===== src/rtl/wb_write_queue_pkg.sv =====
`default_nettype none
// ============================================================================
// Module      : wb_write_queue_pkg
// Description : Shared widths and constants for the write-back queue. Widths
//               track the register-file bus (RegBus / RegAddrBus / RegNum).
//               No ports; imported by wb_write_queue and its bypass matcher.
// Revision    : 1.0 - initial release
// ============================================================================
package wb_write_queue_pkg;

  localparam int REG_BUS_W  = 32;   // RegBus width
  localparam int REG_ADDR_W = 5;    // RegAddrBus width
  localparam int REG_NUM    = 32;   // number of GPRs

  // $0 is hard-wired; writes to it are dropped and lookups never hit.
  localparam logic [REG_ADDR_W-1:0] ZERO_REG_ADDR = '0;

  // Register-file port enable levels.
  localparam logic WRITE_ENABLE  = 1'b1;
  localparam logic WRITE_DISABLE = 1'b0;
  localparam logic READ_ENABLE   = 1'b1;
  localparam logic READ_DISABLE  = 1'b0;

endpackage : wb_write_queue_pkg
`default_nettype wire


===== src/rtl/wb_queue_entry_match.sv =====
`default_nettype none
// ============================================================================
// Module      : wb_queue_entry_match
// Description : Bypass lookup for one decode port. Compares the lookup
//               address against every valid queue entry and returns the
//               youngest match (closest to the tail).
// Ports       : entry_valid/entry_addr/entry_data - queue storage snapshot
//               head_ptr    - index of the oldest entry
//               lookup_addr - register being read by decode
//               hit/data    - match flag and youngest matching value
// Revision    : 1.0 - initial release
// ============================================================================
module wb_queue_entry_match
  import wb_write_queue_pkg::*;
#(
  parameter int DATA_W = REG_BUS_W,
  parameter int ADDR_W = REG_ADDR_W,
  parameter int DEPTH  = 2,
  parameter int PTR_W  = $clog2(DEPTH)
) (
  input  logic [DEPTH-1:0]             entry_valid,
  input  logic [DEPTH-1:0][ADDR_W-1:0] entry_addr,
  input  logic [DEPTH-1:0][DATA_W-1:0] entry_data,
  input  logic [PTR_W-1:0]             head_ptr,
  input  logic [ADDR_W-1:0]            lookup_addr,
  output logic                         hit,
  output logic [DATA_W-1:0]            data
);

  logic [DEPTH-1:0] w_match;
  logic [PTR_W-1:0] w_idx;

  generate
    for (genvar i = 0; i < DEPTH; i++) begin : g_cmp
      assign w_match[i] = entry_valid[i] && (entry_addr[i] == lookup_addr);
    end
  endgenerate

  // Walk from head (oldest) toward tail; later matches overwrite earlier
  // ones so the youngest pending value is what decode sees.
  always_comb begin
    hit   = 1'b0;
    data  = '0;
    w_idx = '0;
    if (lookup_addr != ADDR_W'(ZERO_REG_ADDR)) begin
      for (int k = 0; k < DEPTH; k++) begin
        w_idx = head_ptr + PTR_W'(k);
        if (w_match[w_idx]) begin
          hit  = 1'b1;
          data = entry_data[w_idx];
        end
      end
    end
  end

endmodule : wb_queue_entry_match
`default_nettype wire


===== src/rtl/wb_write_queue.sv =====
`default_nettype none
// ============================================================================
// Module      : wb_write_queue
// Description : Write-back queue in front of the register file's single
//               write port. Buffers MEM/WB results in order, drains one per
//               cycle, and exposes two bypass lookups for decode.
// Ports       : clk, rst (async active-low)
//               in_valid/in_ready/in_wreg/in_addr/in_data - result input
//               wr_hold  - register file port busy this cycle
//               we/wAddr/wData - register file write port
//               byp_addr*/byp_hit*/byp_data* - decode bypass lookups
//               pending  - number of queued entries
// Revision    : 1.0 - initial release
// ============================================================================
module wb_write_queue
  import wb_write_queue_pkg::*;
#(
  parameter int DATA_W = REG_BUS_W,
  parameter int ADDR_W = REG_ADDR_W,
  parameter int DEPTH  = 2
) (
  input  logic              clk,
  input  logic              rst,
  input  logic              in_valid,
  output logic              in_ready,
  input  logic              in_wreg,
  input  logic [ADDR_W-1:0] in_addr,
  input  logic [DATA_W-1:0] in_data,
  input  logic              wr_hold,
  output logic              we,
  output logic [ADDR_W-1:0] wAddr,
  output logic [DATA_W-1:0] wData,
  input  logic [ADDR_W-1:0] byp_addr1,
  output logic              byp_hit1,
  output logic [DATA_W-1:0] byp_data1,
  input  logic [ADDR_W-1:0] byp_addr2,
  output logic              byp_hit2,
  output logic [DATA_W-1:0] byp_data2,
  output logic [ADDR_W:0]   pending
);

  localparam int               PTR_W   = $clog2(DEPTH);
  localparam int               CNT_W   = PTR_W + 1;
  localparam logic [CNT_W-1:0] C_DEPTH = CNT_W'(DEPTH);

  logic [DEPTH-1:0]             valid_q, valid_d;
  logic [DEPTH-1:0][ADDR_W-1:0] addr_q,  addr_d;
  logic [DEPTH-1:0][DATA_W-1:0] data_q,  data_d;
  logic [PTR_W-1:0]             wr_ptr_q, wr_ptr_d;
  logic [PTR_W-1:0]             rd_ptr_q, rd_ptr_d;
  logic [CNT_W-1:0]             count_q,  count_d;

  logic w_accept;
  logic w_push;
  logic w_pop;

  // Ready looks only at the registered count, so a full queue stays
  // not-ready even on the cycle it pops.
  assign in_ready = (count_q < C_DEPTH);
  assign w_accept = in_valid && in_ready;
  // Non-writing results and $0 targets consume the handshake but are dropped.
  assign w_push   = w_accept && in_wreg && (in_addr != ADDR_W'(ZERO_REG_ADDR));
  assign w_pop    = (count_q != '0) && !wr_hold;

  assign we      = w_pop ? WRITE_ENABLE : WRITE_DISABLE;
  assign wAddr   = w_pop ? addr_q[rd_ptr_q] : '0;
  assign wData   = w_pop ? data_q[rd_ptr_q] : '0;
  assign pending = (ADDR_W+1)'(count_q);

  always_comb begin
    valid_d  = valid_q;
    addr_d   = addr_q;
    data_d   = data_q;
    wr_ptr_d = wr_ptr_q;
    rd_ptr_d = rd_ptr_q;
    count_d  = count_q;

    // Pop first: a push can never target the head slot while it is valid
    // because pushes only happen when the queue is not full.
    if (w_pop) begin
      valid_d[rd_ptr_q] = 1'b0;
      rd_ptr_d          = rd_ptr_q + PTR_W'(1);
    end
    if (w_push) begin
      valid_d[wr_ptr_q] = 1'b1;
      addr_d[wr_ptr_q]  = in_addr;
      data_d[wr_ptr_q]  = in_data;
      wr_ptr_d          = wr_ptr_q + PTR_W'(1);
    end

    case ({w_push, w_pop})
      2'b10:   count_d = count_q + CNT_W'(1);
      2'b01:   count_d = count_q - CNT_W'(1);
      default: count_d = count_q;
    endcase
  end

  always_ff @(posedge clk or negedge rst) begin
    if (!rst) begin
      valid_q  <= '0;
      addr_q   <= '0;
      data_q   <= '0;
      wr_ptr_q <= '0;
      rd_ptr_q <= '0;
      count_q  <= '0;
    end else begin
      valid_q  <= valid_d;
      addr_q   <= addr_d;
      data_q   <= data_d;
      wr_ptr_q <= wr_ptr_d;
      rd_ptr_q <= rd_ptr_d;
      count_q  <= count_d;
    end
  end

  // The head entry keeps its valid bit during the cycle it is written, so
  // decode sees it here until the register file holds the value.
  wb_queue_entry_match #(
    .DATA_W (DATA_W),
    .ADDR_W (ADDR_W),
    .DEPTH  (DEPTH),
    .PTR_W  (PTR_W)
  ) u_match1 (
    .entry_valid (valid_q),
    .entry_addr  (addr_q),
    .entry_data  (data_q),
    .head_ptr    (rd_ptr_q),
    .lookup_addr (byp_addr1),
    .hit         (byp_hit1),
    .data        (byp_data1)
  );

  wb_queue_entry_match #(
    .DATA_W (DATA_W),
    .ADDR_W (ADDR_W),
    .DEPTH  (DEPTH),
    .PTR_W  (PTR_W)
  ) u_match2 (
    .entry_valid (valid_q),
    .entry_addr  (addr_q),
    .entry_data  (data_q),
    .head_ptr    (rd_ptr_q),
    .lookup_addr (byp_addr2),
    .hit         (byp_hit2),
    .data        (byp_data2)
  );

endmodule : wb_write_queue
`default_nettype wire


===== config.mk =====
export PLATFORM = sky130hd
export DESIGN_NAME = wb_write_queue
export DESIGN_NICKNAME = d
export VERILOG_FILES = /design/src/rtl/wb_write_queue_pkg.sv /design/src/rtl/wb_queue_entry_match.sv /design/src/rtl/wb_write_queue.sv
export SDC_FILE = /design/constraint.sdc
export NUM_CORES = 1
export LEC_CHECK = 0
export CAP_MARGIN = 5
export CORE_MARGIN = 1.5
export CORE_UTILIZATION = 51
export CTS_CLUSTER_SIZE = 14
export DETAILED_ROUTE_END_ITERATION = 16
export HOLD_SLACK_MARGIN = 0.03
export PLACE_DENSITY = 0.92
export SYNTH_ARGS = -nofsm -noshare
export SYNTH_HDL_FRONTEND = slang
export SYNTH_HIERARCHICAL = 1
export SYNTH_SLANG_ARGS = --single-unit

===== constraint.sdc =====
create_clock -name clk -period 5.9 [get_ports clk]
set_input_delay 1.77 -clock clk [delete_from_list [all_inputs] [get_ports clk]]
set_output_delay 1.77 -clock clk [all_outputs]
set_load 0.1 [all_outputs]

==> out/results.ini <==
[finish]
seqCellArea_sq_um=2000
n_antenna_cell=0
drive_above_1_share=0.323
fillers=646
area_growth_pct=44.7
final_cells=810
multiInputGateArea_sq_um=2890
nets=727

[drt]
dr.pass1.iters=5
detail_route.wl_per_cell_um=19.3
drtIter0Drc=231
vias=4719
postRouteAntennaNets=0
drc=0
vias_per_cell=5.83
drt-total-wl_mm=15.7

[floorplanning]
dieArea_sq_um=10800
initial_core_util=0.528
top_level_ports=163
rows=36
coreArea_sq_um=9820
die_x_um=104
die_height_um=104

[setup_path]
regToRegStartpoint=count_q[1]
critPathCaptureType=primary output
start_kind=primary input
crit_buf_inv=3
worstSetupStartpoint=byp_addr2[1]
crit_arrival_ps=4050
crit_chain=clkdlybuf4s50_1, xor2_1, nor4_1, nand3_1, a21o_1, buf_4, o22ai_1, buf_12
crit_type=primary input to primary output
reg2reg_depth=5
crit_slowest_cell=clkdlybuf4s50_1
critical_path.top_delay_family=buffers and inverters
path_max_fanout=21
cp_slowest_stage_delay_ps=480
cp_num_cells=8
endpoint=byp_data2[13]
r2r_end=count_q[1]
reg2reg_slack_ps=3590
required_ps=4130

[outcome]
status=finished, final reports clean

[pwr]
power.leakage_nw=3.60
vdd_drop_max_uv=413
powerDensity_nw_per_um2=537

[clock_network]
hold_buffers=0
htreeDepth=3
cts_tree=done
clk_latency_ps=340
cts_made_buffers=9
cts.sinks=80
clkSlewWorstSetupHoldPaths_ps=70
cts-root-buf=clkbuf_8
cts_buffer_depth=2

[timing]
grt_setup_unrepaired=true
worstMarginPinSlew_ps=1130
slew_viol_final=0
fmax_mhz=172
relSlewSlack=0.245
finalHoldViolCount=0
period_needed_ps=5820
setup-violations-final=0
tns_ps=0
fin_skew_ps=9.37
period_share=0.987

[placement]
dpl.hpwl_mm=10.6
dp_cells=796
globalplace.congestion=0.888
io_buffers=158

[synth]
synth_cell_types=34
synth_ff_type=dfrtp_1
synth.yosys.seq_area_share=0.386
async_flop_share=1.00
post_synth_instance_area_sq_um=5190
syn-mean-instance-area_sq_um=9.64
ys_top_cells_by_area=dfrtp_1, mux2_4, nand2_1, mux2_2, o22ai_1
synth_edf_count=0
synth_area_leader_cell=dfrtp_1
netlist_instances=538
synth_top_cell_area_share=0.386
post-synth-top-count-cell=nand2_1
synth_top_cells_by_count=nand2_1, dfrtp_1, o22ai_1, nor2_1, mux2_4
yosysWarnings=6
ys_ff_latch=80

[job]
drv_cap=0

[global_route]
first_global_vias=4917
grt_max_degree=81
groute.usage.overall=0.298
antenna_found_initial=0
grt_pass1_wl_mm=25.9
overflow=0

[min_path]
min_path_type=flop to flop

==> timing repair <==
item	CTS	global route
resized for setup	0	6
endpoints found under the setup margin	0	32
setup buffers	0	0
==> state kept, by name, summed over array words and instances (netlist names) <==
register  flops
data_q       64
count_q       2
rd_ptr_q      1
addr_q       10
wr_ptr_q      1
valid_q       2
==> cells in the final DEF, fill, tap and decap left out, drive strengths merged <==
cell type and count:
a221o 2, nor3 4, nor4 3, clkdlybuf4s50 53
a21boi 2, mux2 74, ha 1, nor2b 2
nand2 132, nand2b 2, o22ai 64, o21ai 6
clkinv 1, a21o 3, dfrtp 80, nand3 2
o2111ai 2, a211o 2, mux2i 37, buf 116
clkbuf 13, o21bai 1, nand3b 1, inv 11
xor2 8, conb 4, nor2 40, xnor2 11
==> worst reg2reg max path, cell delays in order, from the launching register on <==
cell      delay (ps)
dfrtp_1          450
o21bai_4         900
inv_1            170
ha_1             380
nor2_1           170
xnor2_1          150
==> final cells by class <==
class / count / area share
timing repair buffer: 169 / 0.300
tap: 133 / 0.0222
clock buffer: 13 / 0.0198
multi-input combinational: 403 / 0.385
clock inverter: 1 / 0.000667
sequential: 80 / 0.267
inverter: 11 / 0.00550
==> stage by stage <==
step / cell area [sq um] / power [mW] / util / setup WS [ps] / hold WS, ps
floorplan: 5200 / 3.06 / - / -9.53 / 468
global placement: 7320 / 3.55 / 0.745 / 207 / 485
detailed placement: 7320 / 3.67 / 0.745 / 116 / 494
CTS: 7470 / 4.01 / 0.761 / 98.6 / 509
global route: 7510 / 4.24 / 0.765 / -14.4 / 532
finish: 7510 / 4.03 / 0.765 / 78.0 / 514
==> layer usage <==
metal | GRT usage | vias up | wire [um]
li1 | - | 2123 | -
met1 | 0.370 | 2305 | 6210
met2 | 0.503 | 255 | 7860
met3 | 0.0739 | 36 | 1260
met4 | 0.110 | 0 | 340
met5 | 0 | - | 0
==> report_power, final <==
group	leakage (nW)	total, mW	switching [mW]	internal [mW]
clock	0.0794	0.341	0.181	0.160
combinational	2.56	2.51	1.64	0.872
sequential	0.961	1.18	0.358	0.825
total	3.60	4.03	2.17	1.86
==> kinds of logic after synthesis <==
family / count (synthesis) / synth area share
other cells: 1 / 0.000723
buf+inv: 58 / 0.0709
fa+ha+maj: 1 / 0.00241
simple gates: 186 / 0.146
mux: 111 / 0.260
xor+xnor: 19 / 0.0321
compound gates: 82 / 0.103
flops: 80 / 0.386
==> worst min-delay path by stage <==
stage	from	end	slack, ps	depth (start not counted)
final	wr_ptr_q	wr_ptr_q	510	1
after global routing	wr_ptr_q	wr_ptr_q	530	1
after CTS	wr_ptr_q	wr_ptr_q	510	1
after detailed placement	wr_ptr_q	wr_ptr_q	490	1
after global placement	wr_ptr_q	wr_ptr_q	480	1
after floorplan	wr_ptr_q	wr_ptr_q	470	1
Power figures use the tool's default switching activity.
